**src/rtl/vga_pkg.sv**
```systemverilog
// Shared VGA timing defaults, sync polarity and the 12-bit colour type.
package vga_pkg;

  localparam int unsigned CNT_W = 10;

  localparam int unsigned H_ACTIVE_DEF = 640;
  localparam int unsigned H_FP_DEF     = 16;
  localparam int unsigned H_SYNC_DEF   = 96;
  localparam int unsigned H_BP_DEF     = 48;
  localparam int unsigned H_TOTAL_DEF  = H_ACTIVE_DEF + H_FP_DEF + H_SYNC_DEF + H_BP_DEF;

  localparam int unsigned V_ACTIVE_DEF = 480;
  localparam int unsigned V_FP_DEF     = 10;
  localparam int unsigned V_SYNC_DEF   = 2;
  localparam int unsigned V_BP_DEF     = 33;
  localparam int unsigned V_TOTAL_DEF  = V_ACTIVE_DEF + V_FP_DEF + V_SYNC_DEF + V_BP_DEF;

  // Level driven on Hsync/Vsync while inside the sync pulse.
  localparam logic SYNC_POL = 1'b0;

  localparam int unsigned R_W = 4;
  localparam int unsigned G_W = 4;
  localparam int unsigned B_W = 4;

  typedef logic [CNT_W-1:0] cnt_t;

  typedef struct packed {
    logic [R_W-1:0] r;
    logic [G_W-1:0] g;
    logic [B_W-1:0] b;
  } rgb_t;

  function automatic logic sync_level(input logic in_sync);
    return in_sync ? SYNC_POL : ~SYNC_POL;
  endfunction

endpackage

```
**src/rtl/vga_scan_gen_if.sv**
```systemverilog
// Video bundle between the scan generator, the drawing logic and the pins.
// Carries frame_cnt only when VGA_FRAME_CNT_EN is defined.
interface vga_scan_gen_if;
  import vga_pkg::*;

  rgb_t       color;
  cnt_t       cx;
  cnt_t       cy;
  logic       active;
  logic       pix_tick;
  logic       frame_start;
  logic       Hsync;
  logic       Vsync;
  logic [R_W-1:0] VGA_R;
  logic [G_W-1:0] VGA_G;
  logic [B_W-1:0] VGA_B;
`ifdef VGA_FRAME_CNT_EN
  logic [15:0] frame_cnt;
`endif

  modport master (
    input  color,
    output cx, cy, active, pix_tick, frame_start, Hsync, Vsync, VGA_R, VGA_G, VGA_B
`ifdef VGA_FRAME_CNT_EN
    , output frame_cnt
`endif
  );

  modport slave (
    output color,
    input  cx, cy, active, pix_tick, frame_start, Hsync, Vsync, VGA_R, VGA_G, VGA_B
`ifdef VGA_FRAME_CNT_EN
    , input frame_cnt
`endif
  );

endinterface

```
**src/rtl/vga_axis_counter.sv**
```systemverilog
// One raster axis: wrap counter resetting to its last count, with terminal-count,
// sync-range and next-count active decodes.
module vga_axis_counter
  import vga_pkg::*;
#(
  parameter int unsigned ACTIVE = H_ACTIVE_DEF,
  parameter int unsigned FP     = H_FP_DEF,
  parameter int unsigned SYNC   = H_SYNC_DEF,
  parameter int unsigned BP     = H_BP_DEF
) (
  input  logic clk,
  input  logic rst,
  input  logic en_i,
  output cnt_t count_o,
  output logic tc_o,
  output logic in_sync_o,
  output logic active_next_o
);

  localparam int unsigned TOTAL      = ACTIVE + FP + SYNC + BP;
  localparam cnt_t        LAST       = cnt_t'(TOTAL - 1);
  localparam cnt_t        SYNC_FIRST = cnt_t'(ACTIVE + FP);
  localparam cnt_t        SYNC_LAST  = cnt_t'(ACTIVE + FP + SYNC - 1);
  localparam cnt_t        ACT_END    = cnt_t'(ACTIVE);

  cnt_t count_q, count_d;
  logic tc;

  assign tc = (count_q == LAST);

  // NOTE: count_d gets its hold value first, so every path assigns it and no latch is inferred.
  always_comb begin
    count_d = count_q;
    if (en_i) begin
      count_d = tc ? '0 : count_q + 1'b1;
    end
  end

  // NOTE: non-blocking assignment so every flop samples pre-edge values simultaneously.
  always_ff @(posedge clk) begin
    if (rst) count_q <= LAST;
    else     count_q <= count_d;
  end

  assign count_o       = count_q;
  assign tc_o          = tc;
  assign in_sync_o     = (count_q >= SYNC_FIRST) && (count_q <= SYNC_LAST);
  assign active_next_o = (count_d < ACT_END);

endmodule

```
**src/rtl/vga_scan_gen.sv**
```systemverilog
// VGA raster timing generator with a registered, blank-gated colour/sync pin stage.
// Define VGA_FRAME_CNT_EN to add the 16-bit frame counter output.
module vga_scan_gen
  import vga_pkg::*;
#(
  parameter int unsigned CLK_DIV  = 4,
  parameter int unsigned H_ACTIVE = H_ACTIVE_DEF,
  parameter int unsigned H_FP     = H_FP_DEF,
  parameter int unsigned H_SYNC   = H_SYNC_DEF,
  parameter int unsigned H_BP     = H_BP_DEF,
  parameter int unsigned V_ACTIVE = V_ACTIVE_DEF,
  parameter int unsigned V_FP     = V_FP_DEF,
  parameter int unsigned V_SYNC   = V_SYNC_DEF,
  parameter int unsigned V_BP     = V_BP_DEF
) (
  input logic             clk,
  input logic             rst,
  vga_scan_gen_if.master  vga
);

  localparam int unsigned         DIV_W    = (CLK_DIV > 1) ? $clog2(CLK_DIV) : 1;
  localparam logic [DIV_W-1:0]    DIV_LAST = DIV_W'(CLK_DIV - 1);

  logic [DIV_W-1:0] div_q, div_d;
  logic             pix_tick_q, pix_tick_d;

  always_comb begin
    div_d      = (div_q == DIV_LAST) ? '0 : div_q + 1'b1;
    pix_tick_d = (div_q == DIV_LAST);
  end

  always_ff @(posedge clk) begin
    if (rst) begin
      div_q      <= '0;
      pix_tick_q <= 1'b0;
    end else begin
      div_q      <= div_d;
      pix_tick_q <= pix_tick_d;
    end
  end

  cnt_t cx, cy;
  logic h_tc, v_tc, h_in_sync, v_in_sync, h_act_next, v_act_next;
  logic v_en;

  assign v_en = pix_tick_q & h_tc;

  vga_axis_counter #(
    .ACTIVE (H_ACTIVE), .FP (H_FP), .SYNC (H_SYNC), .BP (H_BP)
  ) u_h_cnt (
    .clk           (clk),
    .rst           (rst),
    .en_i          (pix_tick_q),
    .count_o       (cx),
    .tc_o          (h_tc),
    .in_sync_o     (h_in_sync),
    .active_next_o (h_act_next)
  );

  vga_axis_counter #(
    .ACTIVE (V_ACTIVE), .FP (V_FP), .SYNC (V_SYNC), .BP (V_BP)
  ) u_v_cnt (
    .clk           (clk),
    .rst           (rst),
    .en_i          (v_en),
    .count_o       (cy),
    .tc_o          (v_tc),
    .in_sync_o     (v_in_sync),
    .active_next_o (v_act_next)
  );

  logic active_q, active_d;
  logic frame_start_q, frame_start_d;
  logic hsync_q, hsync_d;
  logic vsync_q, vsync_d;
  rgb_t rgb_q, rgb_d;

  // Pin stage samples the pre-edge count/active, so it trails cx/cy by one pixel.
  always_comb begin
    active_d      = active_q;
    frame_start_d = 1'b0;
    hsync_d       = hsync_q;
    vsync_d       = vsync_q;
    rgb_d         = rgb_q;
    if (pix_tick_q) begin
      active_d      = h_act_next & v_act_next;
      frame_start_d = v_en & v_tc;
      hsync_d       = sync_level(h_in_sync);
      vsync_d       = sync_level(v_in_sync);
      rgb_d         = active_q ? vga.color : '0;
    end
  end

  always_ff @(posedge clk) begin
    if (rst) begin
      active_q      <= 1'b0;
      frame_start_q <= 1'b0;
      hsync_q       <= ~SYNC_POL;
      vsync_q       <= ~SYNC_POL;
      rgb_q         <= '0;
    end else begin
      active_q      <= active_d;
      frame_start_q <= frame_start_d;
      hsync_q       <= hsync_d;
      vsync_q       <= vsync_d;
      rgb_q         <= rgb_d;
    end
  end

`ifdef VGA_FRAME_CNT_EN
  logic [15:0] frame_cnt_q, frame_cnt_d;

  always_comb begin
    frame_cnt_d = frame_cnt_q;
    if (frame_start_d) frame_cnt_d = frame_cnt_q + 16'd1;
  end

  always_ff @(posedge clk) begin
    if (rst) frame_cnt_q <= '0;
    else     frame_cnt_q <= frame_cnt_d;
  end

  assign vga.frame_cnt = frame_cnt_q;
`endif

  assign vga.cx          = cx;
  assign vga.cy          = cy;
  assign vga.active      = active_q;
  assign vga.pix_tick    = pix_tick_q;
  assign vga.frame_start = frame_start_q;
  assign vga.Hsync       = hsync_q;
  assign vga.Vsync       = vsync_q;
  assign vga.VGA_R       = rgb_q.r;
  assign vga.VGA_G       = rgb_q.g;
  assign vga.VGA_B       = rgb_q.b;

endmodule
```
**src/flat_wrapper.sv**
```systemverilog
// flat-port wrapper written by rule: the top's interface ports become plain ports
module vga_scan_gen_flat import vga_pkg::*;
#(
  parameter int unsigned CLK_DIV  = 4,
  parameter int unsigned H_ACTIVE = H_ACTIVE_DEF,
  parameter int unsigned H_FP     = H_FP_DEF,
  parameter int unsigned H_SYNC   = H_SYNC_DEF,
  parameter int unsigned H_BP     = H_BP_DEF,
  parameter int unsigned V_ACTIVE = V_ACTIVE_DEF,
  parameter int unsigned V_FP     = V_FP_DEF,
  parameter int unsigned V_SYNC   = V_SYNC_DEF,
  parameter int unsigned V_BP     = V_BP_DEF
)
  (clk, rst, vga_color, vga_cx, vga_cy, vga_active, vga_pix_tick, vga_frame_start, vga_Hsync, vga_Vsync, vga_VGA_R, vga_VGA_G, vga_VGA_B);
  vga_scan_gen_if vga_i ();
  input logic clk;
  input logic rst;
  input wire logic [$bits(vga_i.color)-1:0] vga_color;
  output wire logic [$bits(vga_i.cx)-1:0] vga_cx;
  output wire logic [$bits(vga_i.cy)-1:0] vga_cy;
  output wire logic [$bits(vga_i.active)-1:0] vga_active;
  output wire logic [$bits(vga_i.pix_tick)-1:0] vga_pix_tick;
  output wire logic [$bits(vga_i.frame_start)-1:0] vga_frame_start;
  output wire logic [$bits(vga_i.Hsync)-1:0] vga_Hsync;
  output wire logic [$bits(vga_i.Vsync)-1:0] vga_Vsync;
  output wire logic [$bits(vga_i.VGA_R)-1:0] vga_VGA_R;
  output wire logic [$bits(vga_i.VGA_G)-1:0] vga_VGA_G;
  output wire logic [$bits(vga_i.VGA_B)-1:0] vga_VGA_B;
  assign vga_i.color = vga_color;
  assign vga_cx = vga_i.cx;
  assign vga_cy = vga_i.cy;
  assign vga_active = vga_i.active;
  assign vga_pix_tick = vga_i.pix_tick;
  assign vga_frame_start = vga_i.frame_start;
  assign vga_Hsync = vga_i.Hsync;
  assign vga_Vsync = vga_i.Vsync;
  assign vga_VGA_R = vga_i.VGA_R;
  assign vga_VGA_G = vga_i.VGA_G;
  assign vga_VGA_B = vga_i.VGA_B;
  vga_scan_gen #(.CLK_DIV(CLK_DIV), .H_ACTIVE(H_ACTIVE), .H_FP(H_FP), .H_SYNC(H_SYNC), .H_BP(H_BP), .V_ACTIVE(V_ACTIVE), .V_FP(V_FP), .V_SYNC(V_SYNC), .V_BP(V_BP)) u_core (.clk(clk), .rst(rst), .vga(vga_i));
endmodule
```
**config.mk**
```make
export PLATFORM = sky130hd
export DESIGN_NAME = vga_scan_gen_flat
export DESIGN_NICKNAME = d
export VERILOG_FILES = /design/src/rtl/vga_pkg.sv /design/src/rtl/vga_scan_gen_if.sv /design/src/rtl/vga_axis_counter.sv /design/src/rtl/vga_scan_gen.sv /design/src/flat_wrapper.sv
export SDC_FILE = /design/constraint.sdc
export NUM_CORES = 1
export LEC_CHECK = 0
export ABC_CLOCK_PERIOD_IN_PS = 3400
export CAP_MARGIN = 0
export CORE_ASPECT_RATIO = 0.75
export CORE_MARGIN = 3
export CORE_UTILIZATION = 35
export CTS_CLUSTER_SIZE = 10
export DETAILED_ROUTE_END_ITERATION = 8
export SYNTH_ARGS = -nofsm -noshare
export SYNTH_HDL_FRONTEND = slang
export SYNTH_HIERARCHICAL = 1
export SYNTH_SLANG_ARGS = --single-unit
```
**constraint.sdc**
```tcl
create_clock -name clk -period 3.4 [get_ports clk]
set_input_delay 0.68 -clock clk [delete_from_list [all_inputs] [get_ports clk]]
set_output_delay 0.68 -clock clk [all_outputs]
set_load 0.02 [all_outputs]
```
==> reports/results.env, run 1 <==
OUTCOME='finished, final reports clean'
TIMING.FMAX_MHz=364
AREA.GROWTH.SYNTH_TO_FINAL_PCT=31.7
FP.DIEAREA_MM2=0.00670
CLOCK_BUFFERS_CREATED_BY_TRITONCTS=5
SYNTH-SEQ-CELLS=39
SETUP.WORST_PATH.START_CLASS='flop'
YS_TYPES=50
CTS_MAX_PATH_BUFFERS=2
START_UTIL_PCT=37.0
DP_HPWL_MM=3.17
SYNTH_ENABLE_FLOP_CELLS=0
YOSYSSEQAREASHARE_PCT=38.8
TOTALNEGATIVESETUPSLACK_NS=0
WORST_SKEW_PAIR.LATE_LATENCY_NS=0.29
CHIPWIDTH_UM=93.5
FINALWIRELENGTH_MM=4.39
WORST_SLEW_PIN_SLEW_NS=0.717
FIN_NETS=285
GLOBALROUTE.TOTALOVERFLOW=0
LARGEST_NET_DEGREE_AT_THE_START_OF_GLOBAL_ROUTING=23
WIRE_LENGTH_PER_CELL_AFTER_DETAILED_ROUTING_UM=12.9
P_SWITCHING_uW=221
CTS.SINK_COUNT=39
IR_DROP_uV=146
GRT_SETUP_UNREPAIRED='no'
SYN_NETS=232
TRITONCTS='done'
CLOCK-ROOT-BUFFER='clkbuf_8'
SYNTH_AREA_PER_CELL_UM2=9.49
CTS.REPAIR.RESIZED=0
FIN_SKEW_NS=0.00484
PART_OF_THE_POWER_IN_THE_CLOCK_NETWORK_PCT=34.0
CP-END-KIND='flop'
CRITICALPATHCATEGORY='flop to flop'
POST_SYNTH_SIMPLE_GATE_AREA_PCT=31.9
REQUIRED_TIME_OF_THE_CRITICAL_PATH_NS=3.63
CRITICAL_PATH.CELL_CHAIN='ha_1 -> nand3_1 -> nor4_2 -> and2_1 -> nand3_1 -> nor4_2 -> xnor2_1 -> a2bb2oi_1 -> nand3_2 -> a21oi_2'
YOSYS.AREA_SHARE.XOR_XNOR_PCT=5.66
POWER.DENSITY_CELL_AREA_mW_PER_MM2=332
P_SW_SHARE_PCT=25.1
CTS_POST_SETUP_BUFFERS_INSERTED=0
INTPOWER_uW=659
COMBPWRFRAC_PCT=11.5
FINAL_CORE_UTIL_PCT=48.7
GRT_ANTENNA_BEFORE_REPAIR=0
CRITICAL_PATH_ARRIVAL_NS=2.98
SYNTHARSTFLOPSHARE_PCT=0
SYNTH_AREA_LEADERS='dfxtp_1 (39%), nand3_2 (5.5%), a21oi_2 (4.4%), nand2b_1 (4.4%), xnor2_1 (4.4%)'
HOLD_PATH_CLASS='flop to flop'
FINAL-SETUP-VIOL-COUNT=0
IOPINCOUNT=51
SYNTH.AREA.MUX_SHARE_PCT=0.995
SLOWEST_DELAY_NS=0.44
FIRST_ITER_VIOLATIONS=79
SYNTHADDERAREAFRAC_PCT=3.73
CLKSLEWWORSTSETUPHOLDPATHS_NS=0.08
SLEW_HEADROOM_PCT=52.1
LARGEST_FAMILY_OF_LOGIC_CELLS_BY_SYNTHESIZED_AREA='simple AND/OR/NAND/NOR gates'
STD_CELL_ROWS=23
ANTENNA_CELLS_INSERTED=0
GRT_USE_TOTAL_PCT=13.8
SLEW_VIOL_FINAL=0
SYNTHCELLS=212
FIRST_PASS_GRT_WIRE_LENGTH_MM=7.40
NUM_VIAS=1616
GRT_PASS1_VIAS=1551
CRITICAL-PATH-SLOWEST-CELL='dfxtp_1'
POWER_FRAC_SEQ_PCT=54.6
MIN_PERIOD_NS=2.75
MAXIMUM_LEVEL_OF_THE_CTS_H_TREE=2
SYNTH_COMPOUND_GATE_AREA_SHARE_PCT=13.2
YOSYSWARNINGCOUNT=6
DIE_H_UM=71.7
LEAKAGEPOWER_uW=0.000920
PERIOD_SHARE_PCT=80.8
DRTANTENNAVIOLNETS=0
PLACEABLECOREAREA_MM2=0.00544
DETAIL_ROUTE.FIRST_PASS.ITERATIONS=4
SYN-CELL-AREA_MM2=0.00201
CRITPATHMAXFANOUT=10
MAX_CAP_VIOL_COUNT=0
LAYOUT-DRIVE-GT1-SHARE_PCT=16.2
NUMBER_OF_BUFFERS_INSERTED_BY_HOLD_REPAIR_AT_CTS=0
DRC_ERRORS=0
YOSYS.AREA.TOP_TYPE_SHARE_PCT=38.8
PORT-BUFFER-COUNT=50
CRITICAL_PATH_BUF_INV_COUNT=0
TIMING.HOLD.WS_NS=0.435
VIAS_PER_CELL=4.74
CRIT_FAMILY='simple AND/OR/NAND/NOR gates'
POST-SYNTH-TOP-AREA-CELL='dfxtp_1'
FINALWEIGHTEDCONGESTION=0.802
FINALHOLDVIOLATIONS=0
DOMINANTREGCELLSYNTH='dfxtp_1'
-- per-layer routing --
| layer | global-route usage (%) | vias up | routed length, µm |
|---|---|---|---|
| li1 | - | 846 | - |
| met3 | 3.99 | 2 | 171 |
| met5 | 0 | - | 0 |
| met2 | 20.3 | 32 | 1960 |
| met4 | 3.85 | 0 | 15 |
| met1 | 19.8 | 736 | 2240 |
-- layout by cell type, fill, tap and decap left out, types with 7 or more instances in the layout --
| cell type | synthesis | final |
|---|---|---|
| dfxtp_1 | 39 | 39 |
| inv_1 | 10 | 10 |
| a21oi_2 | 10 | 10 |
| nand2_1 | 9 | 9 |
| nand3_2 | 11 | 11 |
| xnor2_1 | 10 | 10 |
| nor3_1 | 10 | 10 |
| nor2_1 | 11 | 11 |
| nand3_1 | 7 | 7 |
| a21oi_1 | 9 | 9 |
| clkdlybuf4s50_1 | 0 | 50 |
| nand2b_1 | 14 | 14 |
-- cell usage after synthesis, drive strengths merged (2+ instances only) --
library cell,count
and3,2
xnor2,10
nor3,11
or3,2
nor2b,2
and2,2
o21ai,3
a21oi,19
ha,6
dfxtp,39
nor4,5
mux2i,2
nand3,19
o21bai,5
inv,10
nand4,4
or4b,2
nor2,11
a21o,2
a2bb2oi,3
buf,8
xor2,3
or2,3
nand2b,14
nand2,10
and2b,2
-- cell type report --
class	instances	area, µm²
clock buffers	5	68.8
clock inverters	3	15.0
fillers	516	2790
inverters	10	37.5
multi-input cells	154	1120
flip-flops and latches	39	781
well taps	75	93.8
repair buffers	55	538
-- cells by family (layout without fill, tap and decap cells) --
kind of cell / count (synthesis) / after routing
adders and majority gates: 6 / 6
and+or+nand+nor: 96 / 96
AOI/OAI and AO/OA: 37 / 37
DFF: 39 / 39
muxes: 2 / 2
xor gates and xnor gates: 13 / 13
buffers and inverters: 19 / 73
-- sequential cells by signal, summed over array words and instances (netlist names) --
register,cells
u_core/vga.pix_tick,1
u_core/vga.frame_start,1
u_core/vga.Hsync,1
u_core/vga.active,1
u_core/div_q,2
u_core/u_h_cnt/count_o,10
u_core/vga.VGA_G,4
u_core/vga.Vsync,1
u_core/vga.VGA_B,4
u_core/u_v_cnt/count_o,10
u_core/vga.VGA_R,4
-- metrics by stage --
| step | instance area (µm²) | total power (µW) | instances | setup WS [ns] |
|---|---|---|---|---|
| after global placement | 2570 | 593 | 333 | 0.746 |
| after CTS | 2650 | 894 | 341 | 0.631 |
| after detailed placement | 2570 | 593 | 333 | 0.671 |
| after global routing | 2650 | 921 | 341 | 0.411 |
| after floorplan | 2010 | 552 | 212 | 0.977 |
| final | 2650 | 880 | 341 | 0.654 |
-- worst paths after layout --
check                                          startpoint                 to  slack (ns)  cells past startpoint
worst max-delay path            u_core/u_h_cnt/count_o[0]  u_core/vga.active        0.65                     10
worst min-delay path                      u_core/div_q[0]    u_core/div_q[0]        0.43                      1
worst max register to register  u_core/u_h_cnt/count_o[0]  u_core/vga.active        0.65                     10
worst min register to register            u_core/div_q[0]    u_core/div_q[0]        0.43                      1
-- power by group through the flow --
stage                     Combinational [µW]  Clock (µW)  Sequential (µW)
after floorplan                         57.0           0              495
after global placement                   102           0              491
after detailed placement                 102           0              491
after CTS                                102         312              480
after global routing                     110         328              483
final                                    101         299              480
Note: power is estimated with default switching activity, not from simulation.
==> run 2, diff against run 1 <==
Settings changed: ABC_CLOCK_PERIOD_IN_PS 3400 to 2700.
Clock period 3.4 ns to 2.7 ns, I/O delays scaled along.
==> run 2 against run 1 <==
Against the previous run:
- register-to-register slack got worse by 0.31 ns
- maximum frequency is 16% higher
- first-iteration DRC count is 18% lower
- global-route usage increased by 0.051 points
- clock power up 26%
- sequential share of layout area shrank 0.14 points
- highest routed layer unchanged
- via count rose by 1.1%
- sequential power grew 25%
- count of clock-buffer cells in the layout grew 2
- utilization rose by 0.23 points
- final cell count rose by 0.59%
- worst setup slack worse by 0.31 ns
==> reports/results.env, run 2 (synthesis gave the netlist of run 1 again) <==
DRTANTENNAVIOLNETS=0  # unchanged
CRITICAL_PATH_ARRIVAL_NS=2.58  # -0.40 ns
POWER.DENSITY_CELL_AREA_mW_PER_MM2=417  # +26%
HOLD_PATH_CLASS='flop to flop'
FINALWEIGHTEDCONGESTION=0.805  # +0.32%
AREA.GROWTH.SYNTH_TO_FINAL_PCT=32.3
TOTALNEGATIVESETUPSLACK_NS=0  # unchanged
GLOBALROUTE.TOTALOVERFLOW=0  # unchanged
POSTLAYOUTCELLAREA_MM2=0.00266  # +0.47%
WORSTREG2REGEND='u_core/vga.active'
RR_WORST_DEPTH=10  # unchanged
VIAS_PER_CELL=4.76  # +0.46%
IR_DROP_uV=196  # +34%
FP.DIEAREA_MM2=0.00670  # unchanged
STARTPOINT='u_core/u_h_cnt/count_o[0]'
HOLD_START='u_core/div_q[0]'
LEAKAGEPOWER_uW=0.000926  # +0.59%
FIRST_PASS_GRT_WIRE_LENGTH_MM=7.47  # +1.0%
GRT_ANTENNA_BEFORE_REPAIR=0  # unchanged
REQUIRED_TIME_OF_THE_CRITICAL_PATH_NS=2.93  # -0.70 ns
SETUP.WORST_PATH.START_CLASS='flop'
GRT_USE_TOTAL_PCT=13.9  # +0.051 points
CRITPATHMAXFANOUT=7  # -3
PLACEABLECOREAREA_MM2=0.00544  # unchanged
TIMING.CRITICAL_PATH.TO='u_core/vga.active'
IOPINCOUNT=51  # unchanged
MAX_CAP_VIOL_COUNT=0  # unchanged
TIMING.FMAX_MHz=424  # +16%
SLEW_HEADROOM_PCT=68.5  # +16 points
START_UTIL_PCT=37.0  # unchanged
POSTPLACECELLAREA_MM2=0.00258  # +0.59%
DRC_ERRORS=0  # unchanged
REG2REG_FROM='u_core/u_h_cnt/count_o[0]'
MOST-COMMON-LAYOUT-CELLS='clkdlybuf4s50_1 (50), dfxtp_1 (39), nand2b_1 (14)'
CTS.REPAIR.RESIZED=0  # unchanged
FIN_NETS=287  # +0.70%
FINALHOLDVIOLATIONS=0  # unchanged
CLKSLEWWORSTSETUPHOLDPATHS_NS=0.07  # about the same
WORST_SKEW_PAIR.LATE_LATENCY_NS=0.28  # about the same
WORST_SLEW_PIN_SLEW_NS=0.471  # -0.246 ns
TIMING.HOLD.WS_NS=0.434  # -0.00123 ns
MIN_PERIOD_NS=2.36  # -0.387 ns
CTS_MAX_PATH_BUFFERS=2  # unchanged
FIRST_ITER_VIOLATIONS=65  # -18%
MAXIMUM_LEVEL_OF_THE_CTS_H_TREE=2  # unchanged
TRITONCTS='done'
ANTENNA_CELLS_INSERTED=0  # unchanged
CLOCK_BUFFERS_CREATED_BY_TRITONCTS=5  # unchanged
OUTCOME='finished, final reports clean'
SLEW_VIOL_FINAL=0  # unchanged
PORT-BUFFER-COUNT=50  # unchanged
DETAIL_ROUTE.FIRST_PASS.ITERATIONS=4  # unchanged
FINALWIRELENGTH_MM=4.47  # +1.9%
PLACE_WS_NS=0.331  # -0.339 ns
DIE_H_UM=71.7  # unchanged
DP_HPWL_MM=3.30  # +4.0%
FINAL_CORE_UTIL_PCT=49.0  # +0.23 points
STD_CELL_ROWS=23  # unchanged
WIRELENGTH_MET1_MM=2.42  # +7.9%
MOST_COMMON_CELL_AFTER_LAYOUT_FILL_AND_TAPS_ASIDE='clkdlybuf4s50_1'
NUM_VIAS=1633  # +1.1%
CTS.SINK_COUNT=39  # unchanged
TIMING.REG2REG.SETUP_SLACK_NS=0.34  # -0.31 ns
LAYOUT-DRIVE-GT1-SHARE_PCT=16.0  # -0.12 points
CRITICALPATHCATEGORY='flop to flop'
CTS_POST_SETUP_BUFFERS_INSERTED=0  # unchanged
GRT_SETUP_UNREPAIRED='no'
GRT_PASS1_VIAS=1469  # -5.3%
WIRE_LENGTH_PER_CELL_AFTER_DETAILED_ROUTING_UM=13.0  # +1.3%
PERIOD_SHARE_PCT=87.4  # +6.6 points
CLOCK-ROOT-BUFFER='clkbuf_8'
FIN_WS_NS=0.341  # -0.313 ns
CP-END-KIND='flop'
WL_MET2_MM=1.86  # -4.9%
FIN_SKEW_NS=0.00457  # -0.000273 ns
CHIPWIDTH_UM=93.5  # unchanged
LARGEST_NET_DEGREE_AT_THE_START_OF_GLOBAL_ROUTING=25  # +8.7%
WL_MET3_UM=156  # -8.8%
UPPERMOST_ROUTED_LAYER='met4'
FINAL-SETUP-VIOL-COUNT=0  # unchanged
NUMBER_OF_BUFFERS_INSERTED_BY_HOLD_REPAIR_AT_CTS=0  # unchanged
## run 2: worst min path at each step
stage                 endpoint  slack [ns]  cells past startpoint
2_1_floorplan  u_core/div_q[0]        0.41                      1
3_3_place_gp   u_core/div_q[0]        0.42                      1
3_5_place_dp   u_core/div_q[0]        0.43                      1
4_1_cts        u_core/div_q[0]        0.44                      1
5_1_grt        u_core/div_q[0]        0.48                      1
6_report       u_core/div_q[0]        0.43                      1
## run 2: critical path: stages (launching register included)
cell and delay (ns):
dfxtp_1 0.43, ha_1 0.23, nand3_1 0.10, nor4_2 0.31
and2_1 0.21, nand3_1 0.18, nor4_2 0.22, xnor2_1 0.18
a2bb2oi_1 0.21, nand3_2 0.10, a21oi_2 0.13
## run 2: routing by layer
layer  vias to the layer above  GRT usage, %
li1                        853             -
met4                         0          3.85
met3                         4          3.57
met2                        28          19.2
met1                       748          21.1
met5                         -             0
## run 2: metrics by stage
step                instances  power [µW]
floorplan                 212         696
global placement          335         748
detailed placement        335         748
CTS                       343        1130
global route              343        1170
finish                    343        1110
## run 2: layout make-up
type | instances | area, µm²
inverters | 10 | 37.5
clock inverters | 1 | 5.00
flip-flops and latches | 39 | 781
repair buffers | 57 | 553
well taps | 75 | 93.8
multi-input cells | 154 | 1120
clock buffers | 7 | 76.3
fillers | 515 | 2780
## run 2: report_power, final
part           switching (µW)  leakage [µW]  internal (µW)
clock                     197     0.0000422            181
sequential               15.4      0.000315            587
combinational            63.1      0.000568           67.3
